### src/rtl/sdram_arb_pkg.sv
// Shared constants, FSM state encoding and one-hot helper for the SDRAM request arbiter.
package sdram_arb_pkg;

  localparam int unsigned ADDR_W_DEF  = 24;
  localparam int unsigned DATA_W_DEF  = 16;
  localparam int unsigned BURST_W_DEF = 9;
  localparam int unsigned MAX_PORTS   = 8;

  typedef enum logic [1:0] {
    ST_IDLE    = 2'd0,
    ST_WAIT    = 2'd1,
    ST_RELEASE = 2'd2
  } state_e;

  // Index to one-hot over the largest supported port count; callers truncate.
  function automatic logic [MAX_PORTS-1:0] onehot(input logic [2:0] idx);
    onehot = MAX_PORTS'(1) << idx;
  endfunction

endpackage

### src/rtl/sdram_arb_picker.sv
// Combinational requester picker: rotating priority from ptr, or strict lowest-index
// priority when SDRAM_ARB_FIXED_PRIO_EN is defined (ptr port then disappears).
module sdram_arb_picker
  import sdram_arb_pkg::*;
#(
  parameter int unsigned NUM_PORTS = 3,
  parameter int unsigned IDX_W     = 2
) (
  input  logic [NUM_PORTS-1:0] req,
`ifdef SDRAM_ARB_FIXED_PRIO_EN
`else
  input  logic [IDX_W-1:0]     ptr,
`endif
  output logic [IDX_W-1:0]     win_idx_c,
  output logic                 win_valid_c
);

  int unsigned cand;

  // First asserted request in scan order wins.
  always_comb begin : pick
    win_valid_c = 1'b0;
    win_idx_c   = '0;
    cand        = 0;
    for (int unsigned k = 0; k < NUM_PORTS; k++) begin
`ifdef SDRAM_ARB_FIXED_PRIO_EN
      cand = k;
`else
      cand = (32'(ptr) + k) % NUM_PORTS;
`endif
      if (!win_valid_c && req[IDX_W'(cand)]) begin
        win_valid_c = 1'b1;
        win_idx_c   = IDX_W'(cand);
      end
    end
  end

endmodule

### src/rtl/sdram_arbiter.sv
// Shares one sdram_controller request port among NUM_PORTS requesters, holding the grant
// until mem_ack. Build option SDRAM_ARB_FIXED_PRIO_EN selects strict port-0-first priority.
module sdram_arbiter
  import sdram_arb_pkg::*;
#(
  parameter int unsigned NUM_PORTS = 3,
  parameter int unsigned ADDR_W    = ADDR_W_DEF,
  parameter int unsigned DATA_W    = DATA_W_DEF,
  parameter int unsigned BURST_W   = BURST_W_DEF
) (
  input  logic                         clk,
  input  logic                         res,
  input  logic [NUM_PORTS-1:0]         req,
  input  logic [NUM_PORTS-1:0]         wr,
  input  logic [NUM_PORTS*ADDR_W-1:0]  addr,
  input  logic [NUM_PORTS*BURST_W-1:0] burst,
  input  logic [NUM_PORTS*DATA_W-1:0]  data_in,
  output logic [NUM_PORTS-1:0]         ack,
  output logic [NUM_PORTS-1:0]         grant,
  output logic [DATA_W-1:0]            data_out,
  output logic                         mem_req,
  output logic                         mem_wr,
  output logic [ADDR_W-1:0]            mem_addr,
  output logic [BURST_W-1:0]           mem_burst,
  output logic [DATA_W-1:0]            mem_data_in,
  input  logic [DATA_W-1:0]            mem_data_out,
  input  logic                         mem_ack
);

  localparam int unsigned IDX_W = (NUM_PORTS > 1) ? $clog2(NUM_PORTS) : 1;

  state_e                 state_q, state_d;
  logic [IDX_W-1:0]       sel_q, sel_d;
  logic [NUM_PORTS-1:0]   grant_q, grant_d;
  logic [NUM_PORTS-1:0]   ack_q, ack_d;
  logic                   mem_req_q, mem_req_d;
  logic                   mem_wr_q, mem_wr_d;
  logic [ADDR_W-1:0]      mem_addr_q, mem_addr_d;
  logic [BURST_W-1:0]     mem_burst_q, mem_burst_d;
`ifndef SDRAM_ARB_FIXED_PRIO_EN
  logic [IDX_W-1:0]       ptr_q, ptr_d;
`endif

  logic [IDX_W-1:0]       win_idx_c;
  logic                   win_valid_c;
  logic                   win_wr_c;
  logic [ADDR_W-1:0]      win_addr_c;
  logic [BURST_W-1:0]     win_burst_c;

  sdram_arb_picker #(
    .NUM_PORTS (NUM_PORTS),
    .IDX_W     (IDX_W)
  ) u_picker (
    .req         (req),
`ifndef SDRAM_ARB_FIXED_PRIO_EN
    .ptr         (ptr_q),
`endif
    .win_idx_c   (win_idx_c),
    .win_valid_c (win_valid_c)
  );

  // Command fields of the current picker winner.
  always_comb begin : win_mux
    win_wr_c    = 1'b0;
    win_addr_c  = '0;
    win_burst_c = '0;
    for (int unsigned i = 0; i < NUM_PORTS; i++) begin
      if (win_idx_c == IDX_W'(i)) begin
        win_wr_c    = wr[i];
        win_addr_c  = addr[i*ADDR_W +: ADDR_W];
        win_burst_c = burst[i*BURST_W +: BURST_W];
      end
    end
  end

  // Write data streams live from the owner so bursts can advance word by word.
  always_comb begin : wdata_mux
    mem_data_in = '0;
    if (state_q != ST_IDLE) begin
      for (int unsigned i = 0; i < NUM_PORTS; i++) begin
        if (sel_q == IDX_W'(i)) begin
          mem_data_in = data_in[i*DATA_W +: DATA_W];
        end
      end
    end
  end

  always_comb begin : fsm_next
    state_d     = state_q;
    sel_d       = sel_q;
    grant_d     = grant_q;
    ack_d       = ack_q;
    mem_req_d   = mem_req_q;
    mem_wr_d    = mem_wr_q;
    mem_addr_d  = mem_addr_q;
    mem_burst_d = mem_burst_q;
`ifndef SDRAM_ARB_FIXED_PRIO_EN
    ptr_d       = ptr_q;
`endif
    unique case (state_q)
      ST_IDLE: begin
        if (win_valid_c) begin
          state_d     = ST_WAIT;
          sel_d       = win_idx_c;
          grant_d     = NUM_PORTS'(onehot(3'(win_idx_c)));
          mem_req_d   = 1'b1;
          mem_wr_d    = win_wr_c;
          mem_addr_d  = win_addr_c;
          mem_burst_d = win_burst_c;
        end
      end
      ST_WAIT: begin
        if (mem_ack) begin
          state_d   = ST_RELEASE;
          mem_req_d = 1'b0;
          ack_d     = grant_q;
        end
      end
      ST_RELEASE: begin
        // One dead cycle keeps the just-acked port's held req from being resampled.
        state_d = ST_IDLE;
        ack_d   = '0;
        grant_d = '0;
`ifndef SDRAM_ARB_FIXED_PRIO_EN
        if (32'(sel_q) == NUM_PORTS - 1) begin
          ptr_d = '0;
        end else begin
          ptr_d = sel_q + IDX_W'(1);
        end
`endif
      end
      default: begin
        state_d = ST_IDLE;
      end
    endcase
  end

  always_ff @(posedge clk or posedge res) begin : regs
    if (res) begin
      state_q     <= ST_IDLE;
      sel_q       <= '0;
      grant_q     <= '0;
      ack_q       <= '0;
      mem_req_q   <= 1'b0;
      mem_wr_q    <= 1'b0;
      mem_addr_q  <= '0;
      mem_burst_q <= '0;
`ifndef SDRAM_ARB_FIXED_PRIO_EN
      ptr_q       <= '0;
`endif
    end else begin
      state_q     <= state_d;
      sel_q       <= sel_d;
      grant_q     <= grant_d;
      ack_q       <= ack_d;
      mem_req_q   <= mem_req_d;
      mem_wr_q    <= mem_wr_d;
      mem_addr_q  <= mem_addr_d;
      mem_burst_q <= mem_burst_d;
`ifndef SDRAM_ARB_FIXED_PRIO_EN
      ptr_q       <= ptr_d;
`endif
    end
  end

  assign ack       = ack_q;
  assign grant     = grant_q;
  assign mem_req   = mem_req_q;
  assign mem_wr    = mem_wr_q;
  assign mem_addr  = mem_addr_q;
  assign mem_burst = mem_burst_q;
  assign data_out  = mem_data_out;

endmodule

### config.mk
export PLATFORM = sky130hd
export DESIGN_NAME = sdram_arbiter
export DESIGN_NICKNAME = d
export VERILOG_FILES = /design/src/rtl/sdram_arb_pkg.sv /design/src/rtl/sdram_arb_picker.sv /design/src/rtl/sdram_arbiter.sv
export SDC_FILE = /design/constraint.sdc
export NUM_CORES = 1
export LEC_CHECK = 0
export ABC_AREA = 1
export BUFFER_PORTS_ARGS = -buffer_cell sky130_fd_sc_hd__buf_2
export CAP_MARGIN = 20
export CORE_MARGIN = 2
export CORE_UTILIZATION = 35
export CTS_CLUSTER_DIAMETER = 200
export CTS_CLUSTER_SIZE = 16
export DETAILED_ROUTE_END_ITERATION = 7
export GPL_TIMING_DRIVEN = 0
export MAX_ROUTING_LAYER = met4
export PLACE_DENSITY = 0.7
export REMOVE_ABC_BUFFERS = 1
export SYNTH_ARGS = -nofsm -noshare
export SYNTH_HDL_FRONTEND = slang
export SYNTH_SLANG_ARGS = --single-unit
### constraint.sdc
create_clock -name clk -period 2.5 [get_ports clk]
set_clock_uncertainty 0.05 [all_clocks]
set_input_delay 0.5 -clock clk [delete_from_list [all_inputs] [get_ports clk]]
set_output_delay 0.5 -clock clk [all_outputs]
set_load 0.05 [all_outputs]
### Word level (Yosys, flattened, before mapping)

Cells that the tools add are included.

| word-level totals | value |
|---|---|
| register bits | 47 |
| input bits | 172 |
| output and inout bits | 73 |
| word-level logic and storage cells | 79 |

| operators by class | value |
|---|---|
| add/sub/neg operators | 3 |
| divide/modulo/power cells | 3 |
| $lt $le $gt $ge | 3 |
| eq/ne operators | 8 |
| shifts and indexed selects | 1 |
| mux-type cells | 36 |
| reductions and logical operators | 16 |

Operator list:

| kind | number |
|---|---|
| 2-to-1 mux 24 bit | 3 |
| remainder unit 32 x 2 -> 32 bit, second input constant | 2 |
| 2-to-1 mux 16 bit | 4 |
| remainder unit 2 x 2 -> 32 bit, second input constant | 1 |
| 2-to-1 mux 9 bit | 3 |
| 2-to-1 mux 2 bit | 6 |
| case mux 3 bit (2 select lines) | 2 |
| 2-to-1 mux 1 bit | 11 |
| less-than comparator 2 x 3 -> 1 bit, second input constant | 3 |
| AND reduction 2 bit | 4 |
| nonzero test 2 bit | 4 |
| binary-select mux 1 bit (select 2 bit) | 3 |
| equality test 2 x 1 -> 1 bit, second input constant | 3 |
| equality test 2 bit, second input constant | 3 |
| logical NOT 2 bit | 3 |
| 2-to-1 mux 3 bit | 2 |
| case mux 2 bit (2 select lines) | 1 |
| adder 2 x 1 -> 3 bit, second input constant | 1 |
| adder 2 x 2 -> 3 bit, second input constant | 1 |
| AND reduction 3 bit | 1 |
| left shift 1 x 2 -> 3 bit, first input constant | 1 |
| adder 2 x 1 -> 2 bit, second input constant | 1 |
| logical AND 1 bit | 2 |
| logical NOT 1 bit | 2 |
| 3 further kinds | 3 |

### Logic depth before layout (Yosys ltp)

Gate-level depths: netlist of run 1.

| logic depth | value |
|---|---|
| word-level depth | 14 |
| gate-level depth with buffers | 15 |
| depth with buffers taken out | 13 |

### Modules after synthesis

A second synthesis of run 1 with hierarchy kept.

| unflattened totals | value |
|---|---|
| cell total of the unflattened synthesis | 525 |
| area total of the unflattened synthesis | 3,422.0 um^2 |

By module, submodules not included:

| module | times used | cells each | area each (um^2) | sequential area each (um^2) |
|---|---|---|---|---|
| sdram_arbiter | 1 | 474 | 3,181.8 | 1,176.1 |
| sdram_arb_picker | 1 | 51 | 240.2 | 0.0 |

### Worst setup path after synthesis of run 1

OpenSTA, ideal clock, no wires.

| path | value |
|---|---|
| path type | register -> output |
| start | register sel_q[1] |
| end | output port mem_data_in[10] |
| arrival | 1.551 ns |
| data required time | 1.950 ns |
| setup slack | 0.399 ns |
| cell stages (with the launch flop) | 8 |
| buffers on the path | 2 |
| cells stage by stage | dfrtp_1 -> clkbuf_1 -> nor2_1 -> buf_2 -> nand2_1 -> nand3_1 -> nand2_1 -> inv_1 |

| between the ends | value |
|---|---|
| word-level cells in the longest chain between the ends | 5 |
| elaborated cells on any way between the ends | 7 |
| those cells by class | eq/ne (2); mux (4); reduce/logical (1) |

Ends and longest elaborated chain:

| what | line | source |
|---|---|---|
| start, declared | sdram_arbiter.sv:33 | `logic [IDX_W-1:0] sel_q, sel_d;` |
| start signal, assigned | sdram_arbiter.sv:153 | `sel_q <= sel_d;` |
| logical NOT 2 bit | sdram_arbiter.sv:81 | `if (sel_q == IDX_W'(i)) begin` |
| 2-to-1 mux 16 bit (2 in a row) | sdram_arbiter.sv:81 |  |
| 2-to-1 mux 16 bit (*) | sdram_arbiter.sv:81 |  |
| 2-to-1 mux 16 bit (*) | sdram_arbiter.sv:79 | `if (state_q != ST_IDLE) begin` |
| end, declared | sdram_arbiter.sv:25 | `output logic [DATA_W-1:0] mem_data_in,` |

Every way passes the cells marked *; elsewhere a longest branch is shown, timed or not.

### Final worst setup path of run 1

| path | value |
|---|---|
| start | register sel_q[1] |
| end | output port mem_data_in[8] |

The elaborated chain is that of the path after synthesis.

==> results.txt, run 1 <==
- Of the total synthesized cell area, the portion taken by full adders, half adders and majority gates is 0.01404.
* Number of vias per cell after detailed routing: 4.631
* Detailed-router iteration count before antenna repair: 7
- Power per Cell Area: 1666 nW/um^2
- Top cell type by total area after synthesis: sky130_fd_sc_hd__dfrtp_1
* Run status: complete, no violations
- No sink is reached through more buffers than the 2 on the longest clock path.
- Setup repair after global routing missed its margin: false
- Largest fanout on the critical path: 19
* Setup slack of the critical path after layout: 0.1936 ns
- Startpoint kind of the worst setup timing path: register
- In the synthesized netlist the dominant register cell turns out to be sky130_fd_sc_hd__dfrtp_1.
- Summing every instance area after synthesis gives 3565 sq um.
* Relative slew slack: 0.6194
* Final HPWL from detailed placement: 7905 um
- After detailed placement, the total cell area comes to 4522 sq um.
- After synthesis, the share of cell area in mux cells is 0.
* Wire length of the first global-routing pass: 17310 um
- For this run, the total global-route usage over all layers was measured as 0.1978.
* Count of max-cap constraint violations: 0
* Number of enable-type register cells in the synthesized netlist: 0
- TritonCTS buffer count: 5
* Count of placed standard cells in the final layout, fillers left out: 880
* Clock tree sinks: 47
- Layout Nets: 923
* Combinational family with the most area after synthesis: simple AND/OR/NAND/NOR gates
- TritonCTS built the clock tree.
- For the pin with the worst max-slew slack, the measured transition is 0.5700 ns.
- Of the total synthesized cell area, the portion taken by AND, OR, NAND and NOR gates is 0.4977.
- For this block, the initial DRC count from the detailed router was 248.
- For the worst setup path, the data required time is 1.95 ns.
* HP Class: in -> async
* Post-Synthesis Mean Instance Area: 6.365 sq um
- STA classifies the critical path endpoint as an output pin.
- Before CTS, the worst setup slack after placement is -0.4856 ns.
* Number of failing setup endpoints in the final timing report: 0
* Placed insts: 863
* Hold violation total from the final report: 0
- Synth area leaders: sky130_fd_sc_hd__dfrtp_1, sky130_fd_sc_hd__nand2_1, sky130_fd_sc_hd__nand3_1
- Die X: 104.9 um
* Number of hold buffers added after CTS: 0
- Floorplan row count: 36
* Portion of synthesized cell area occupied by the leading cell type: 0.3299
- Number of antenna-violating nets in the routed design: 0
- Global routing finished with a remaining overflow of 0.
- Final cycle utilization of the critical path: 0.9226
* Minimum period implied by the final worst setup slack: 2.306 ns
* Y dimension of the die: 104.9 um
- Clock tree synthesis selected as its root buffer the cell sky130_fd_sc_hd__clkbuf_8.
- After detailed routing, the number of remaining DRC violations is 0.
* Floorplan core area: 9819 sq um
- Port Buffers: 212
- Most frequent cells after synthesis: sky130_fd_sc_hd__nand2_1, sky130_fd_sc_hd__nand3_1, sky130_fd_sc_hd__nor2_1
- After technology mapping, the gate count stands at 560.
- Number of antenna diodes: 0
- Routability-driven placement finished with a final weighted congestion of 0.8271.
- In this run the static leakage power is 2.925 nW.
* Via count: 4075
* Share of the synthesized area in compound gates (AO/OA/AOI/OAI): 0.01966
* Maximum resistive drop on vdd: 697.3 uV
* Die Outline Area: 11010 sq um
* Initial standard-cell utilization of the core: 0.3630
- Counting cells, the worst reg-to-reg path comes to 13.
- The finished cells cover 4806 sq um.
- Number of antenna violations at the first check in global routing: 0
- Wire length reported by the detailed router: 11170 um
* Sequential area share after synthesis: 0.3299
- For this design the top-level I/O count stands at 245.
* Number of register bits inferred by synthesis: 47
* Synth async-reset ratio: 1.000
- The max-slew violation total from the final report was 0.
* Layout Area Growth over Synthesis: 34.82%
* Pin count of the biggest net entering global routing: 68
- Yosys warnings: 0
- Synthesized-area fraction occupied by xor and xnor cells: 0
- Dividing the detail-routed wire length by the instance count gives 12.69 um.
* H-tree levels: 2
* Number of fillers in the final layout: 1064
* Cell with the most instances after synthesis: sky130_fd_sc_hd__nand2_1
- The clock reaches the later pin of the worst-skew pair after 0.29 ns.
- Vias in the first global route: 3780
- At the worst endpoint, the arrival time is 1.76 ns.
* Clock input transition at the sequential cells of the worst setup and hold paths: 0.09 ns
* Classification of the worst setup path: reg -> out
- After synthesis, the netlist uses 29 different library cells.
- Achievable clock frequency: 433.6 MHz
- Share of layout cells above drive strength 1: 0.3534
-- per-stage QoR --
step                      setup TNS [ns]    util  hold slack, ns  total power, mW
final                                  0  0.4894          0.1967            8.006
after global placement            -32.57  0.4557          0.4081            7.018
after floorplan                   -1.282       -          0.4703            5.656
after detailed placement          -22.21  0.4605          0.4096            7.105
after global routing                   0  0.4894          0.2311            8.760
after CTS                              0  0.4843          0.2125            7.940
-- sequential cells by signal, summed over array words and instances, names as in the netlist --
| signal | cells |
|---|---|
| mem_addr | 24 |
| ack | 3 |
| mem_burst | 9 |
| grant | 3 |
| ptr_q | 2 |
| sel_q | 2 |
| mem_req | 1 |
| state_q | 2 |
| mem_wr | 1 |
-- kinds of logic after synthesis --
| logic type | after synthesis |
|---|---|
| fa+ha+maj | 4 |
| flops | 47 |
| simple gates | 405 |
| buf+inv | 91 |
| compound gates | 13 |
-- routing by layer --
metal | track usage | up-vias | routed length, um
met5 | - | - | 0
met4 | 0.03143 | 0 | 36
met3 | 0.05802 | 2 | 1013
met2 | 0.3372 | 195 | 5301
met1 | 0.2359 | 1786 | 4818
li1 | - | 2092 | -
-- cells in the final DEF, fill, tap and decap left out, drive strengths merged --
cell        n
clkbuf      6
buf       221
nand3b     10
a31oi       1
dfrtp      47
clkinvlp    1
nor2       57
nand2     251
nor3        1
nand3      84
inv        47
o21ai      12
ha          4
bufbuf      1
nand4       4
-- timing repair --
item	4_1_cts	5_1_grt
setup buffers	7	0
setup endpoints to repair	55	53
resized for setup	10	7
gates cloned	1	2
pin swaps	3	0
-- power breakdown --
part | switching (mW) | internal (mW)
Sequential | 0.218 | 1.15
Clock | 0.255 | 0.223
Combinational | 4.36 | 1.80
-- path summary, 6_finish.rpt --
kind | slack [ns] | endpoint | start
max in group asynchronous | 1.68 | sel_q[1]$_DFFE_PP0P_ | res
setup reg to reg | 0.26 | mem_addr[15]$_DFFE_PP0P_ | ptr_q[0]$_DFFE_PP0P_
hold reg to reg | 0.43 | mem_addr[21]$_DFFE_PP0P_ | mem_addr[21]$_DFFE_PP0P_
min in group clk | 0.38 | state_q[0]$_DFFE_PP0P_ | mem_ack
hold / removal | 0.20 | mem_burst[7]$_DFFE_PP0P_ | res
setup / recovery | 0.19 | mem_data_in[8] | sel_q[1]$_DFFE_PP0P_
-- layout make-up --
cell class                 count  area [sq um]  share of cell area
inverter                      47         190.2             0.03957
sequential                    47          1177              0.2450
tap                          133         166.4             0.03463
clock buffer                   6         82.58             0.01718
clock inverter                 1         8.758            0.001822
multi-input combinational    424          1962              0.4082
timing repair buffer         222          1219              0.2536
-- worst max-delay path, cell delays in order (launching register included) --
cell                      delay, ns
sky130_fd_sc_hd__dfrtp_2       0.57
sky130_fd_sc_hd__nor2_4        0.24
sky130_fd_sc_hd__buf_12        0.14
sky130_fd_sc_hd__nand2_1       0.05
sky130_fd_sc_hd__nand3_1       0.07
sky130_fd_sc_hd__nand2_1       0.08
sky130_fd_sc_hd__inv_1         0.07
sky130_fd_sc_hd__buf_2         0.25
Power figures use the tool's default switching activity.
==> inputs of run 2 (changes only) <==
Settings changed: GPL_TIMING_DRIVEN 0 to unset, HOLD_SLACK_MARGIN set to 0.06.
Clock period 2.5 ns to 2.7 ns, I/O delays scaled along.
==> results.txt, run 2 (synthesized netlist as in run 1, its figures left out) <==
- The critical path goes through nor2_1 -> buf_4 -> nand2_1 -> nand3_1 -> nand2_1 -> inv_1 -> buf_2.
- The clock sink count is 47 (unchanged).
- Setup repair after global routing left no endpoint under its margin.
* CTS tree: yes
- The post-cts hold buffer count came to 0 (unchanged).
- Compared with the post-synthesis result, the final layout area differs by 30.96%.
- The I/O pin count is 245 (unchanged).
- Die Outline Area: 11010 sq um (unchanged)
- HP Class: in -> async
- Final total negative setup slack: 0 ns (unchanged)
- Highest cell delay on the worst timing path: 0.49 ns (-0.08 ns)
- Count of max-cap constraint violations: 0 (unchanged)
- Run status: complete, no violations
- Final HPWL from detailed placement: 8431 um (+6.7%)
- The number of gates resized after CTS is 0 (-10).
* Die X: 104.9 um (unchanged)
- The remaining number of nets flagged by the antenna check after routing was 0 (unchanged).
* Register-to-register setup slack: 0.40 ns (+0.14 ns)
- Static timing analysis puts the maximum clock frequency at 408.2 MHz.
* Floorplan core area: 9819 sq um (unchanged)
- Initial standard-cell utilization of the core: 0.3630 (unchanged)
* Floorplan row count: 36 (unchanged)
- Y dimension of the die: 104.9 um (unchanged)
- Total Routing Usage GR: 0.2008 (+0.003061)
* Highest-count cells in the layout ignoring fill and taps: sky130_fd_sc_hd__nand2_1, sky130_fd_sc_hd__buf_2, sky130_fd_sc_hd__nand3_1
- The placed cell area is 4577 sq um (+1.2%).
- The arrival time reported for the critical path endpoint came to 1.86 ns (+0.10 ns).
- Number of remaining DRC errors: 0 (unchanged)
- Clock root cell: sky130_fd_sc_hd__clkbuf_8
- The leakage power came to 2.891 nW (-1.1%).
- Number of vias per cell after detailed routing: 4.644 (+0.29%)
* Port Buffers: 212 (unchanged)
- Number of flip-flops in the largest register: 24 (unchanged)
* Power share of the sequential group: 0.178 (+0.007)
* Number of DRC markers in iteration 0: 212 (-15%)
* TritonCTS buffer count: 5 (unchanged)
- Data required, critical path: 2.11 ns (+0.16 ns)
- Slew Viols, Final: 0 (unchanged)
* Switch share: 0.6091 (+0.005840)
- The largest fanout on the critical path was 15 (-4).
- Maximum count of clock buffers along a single path: 2 (unchanged)
- The worst setup path is launched from a register.
- The wire length of the first global-routing pass is 17660 um (+2.0%).
- The worst register-to-register path begins at ptr_q[0]$_DFFE_PP0P_.
- Layout Nets: 923 (unchanged)
* First element of the critical path: sel_q[1]$_DFFE_PP0P_
- The portion of total power attributed to combinational logic came to 0.759 (-0.010).
- The overall routed net length came to 10950 um (-2.0%).
- Cell-internal power: 2.764 mW (-13%)
- STA classifies the critical path endpoint as an output pin.
- Subtracting the final worst setup slack from the clock period gives 2.450 ns.
- The routed length per instance is 12.44 um (-2.0%).
- Counting stages on the worst path, the most repeated cell is sky130_fd_sc_hd__nand2_1.
- The number of antenna violations at the first check in global routing is 0 (unchanged).
- Number of antenna diodes: 0 (unchanged)
- The worst voltage drop across the vdd grid came to 736.6 uV (+5.6%).
- Final instance area: 4668 sq um (-2.9%)
* Relative slew slack: 0.6279 (+0.008468)
* Post-CTS setup buffer count: 0 (-7)
- Leftover overflow at the end of global routing: 0 (unchanged)
- The library cell used most frequently in the layout, excluding fill and tap cells, is sky130_fd_sc_hd__nand2_1.
* Clock power frac: 0.063 (+0.003)
* Transition time at the pin with the least slew margin: 0.5575 ns (-0.01248 ns)
* Via count: 4087 (+0.29%)
- The logic depth of the worst register-to-register path came to 13 (unchanged).
- The routability congestion estimate came to 0.8019 (-3.0%).
- The clock-pin slew on the worst setup and hold paths came to 0.09 ns (about the same).
- Slowest-stage cell, CP: sky130_fd_sc_hd__dfrtp_1
- The overall power after layout is 7.070 mW (-12%).
* H-tree levels: 2 (unchanged)
* Post-Route Hold Slack: 0.1886 ns (-0.008114 ns)
- Number of failing setup endpoints in the final timing report: 0 (unchanged)
- Classification of the worst setup path: reg -> out
- The hold violation total from the final report came to 0 (unchanged).
* Reported net switching power: 4.306 mW (-11%)
- Dividing the final minimum period by the clock period gives 0.9072.
- Detailed-router iteration count before antenna repair: 5 (-2)
- The power per standard cell area came to 1514 nW/um^2 (-9.1%).
- The via count of the first global-routing pass came to 3776 (-0.11%).
* Pin count of the biggest net entering global routing: 41 (-40%)
- Critical R2R Capture: mem_burst[4]$_DFFE_PP0P_
* Insertion delay of the later-clocked pin in the worst-skew pair: 0.29 ns (about the same)
- Share of layout cells above drive strength 1: 0.3454 (-0.008032)
## run 2: changes by cell type in the layout (fill, tap and decap cells not counted), sizes merged
cell	delta
buf	+3
bufbuf	-1
clkinvlp	-1
nor2	-2
clkinv	+1
## run 2: critical path, delay by kind of cell (launching register included)
family	cells	cell delay, ns
buffers and inverters	3	0.58
DFF	1	0.49
and+or+nand+nor	4	0.49
## run 2: metrics by stage
stage | util | setup slack (ns) | instances
4_1_cts | 0.4754 | 0.2356 | 880
3_5_place_dp | 0.4661 | 0.3786 | 873
2_1_floorplan | - | 0.08217 | 516
6_report | 0.4754 | 0.2505 | 880
3_3_place_gp | 0.4661 | 0.4279 | 873
5_1_grt | 0.4754 | 0.09621 | 880
## run 2: worst max-delay path by stage
stage / endpoint / cells past startpoint / slack (ns)
2_1_floorplan: mem_addr[15]$_DFFE_PP0P_ / 11 / 0.08
3_3_place_gp: mem_burst[1]$_DFFE_PP0P_ / 13 / 0.43
3_5_place_dp: mem_burst[4]$_DFFE_PP0P_ / 13 / 0.38
4_1_cts: mem_data_in[8] / 7 / 0.24
5_1_grt: mem_data_in[9] / 7 / 0.1
6_report: mem_data_in[8] / 7 / 0.25
## run 2: power groups by stage
stage | Sequential, mW | Combinational, mW | Clock, mW
after floorplan | 2.27 | 2.97 | 0
after global placement | 1.26 | 5.39 | 0
after detailed placement | 1.26 | 5.45 | 0
after CTS | 1.26 | 5.44 | 0.466
after global routing | 1.30 | 5.94 | 0.495
final | 1.26 | 5.37 | 0.446
## run 2: layer usage
metal,global-route usage,vias up,share of wire
met5,-,-,0
met4,0.03429,0,0.0089
met3,0.06550,9,0.10
met2,0.3511,213,0.48
met1,0.2272,1780,0.40
li1,-,2085,-
## run 2: cell type report
cell class / instances / area (sq um)
Clock buffer: 6 / 82.58
Tap cell: 133 / 166.4
Multi-Input combinational cell: 422 / 1894
Inverter: 47 / 176.4
Sequential cell: 47 / 1176
Fill cell: 1080 / 5151
Timing Repair Buffer: 224 / 1164
Clock inverter: 1 / 8.758
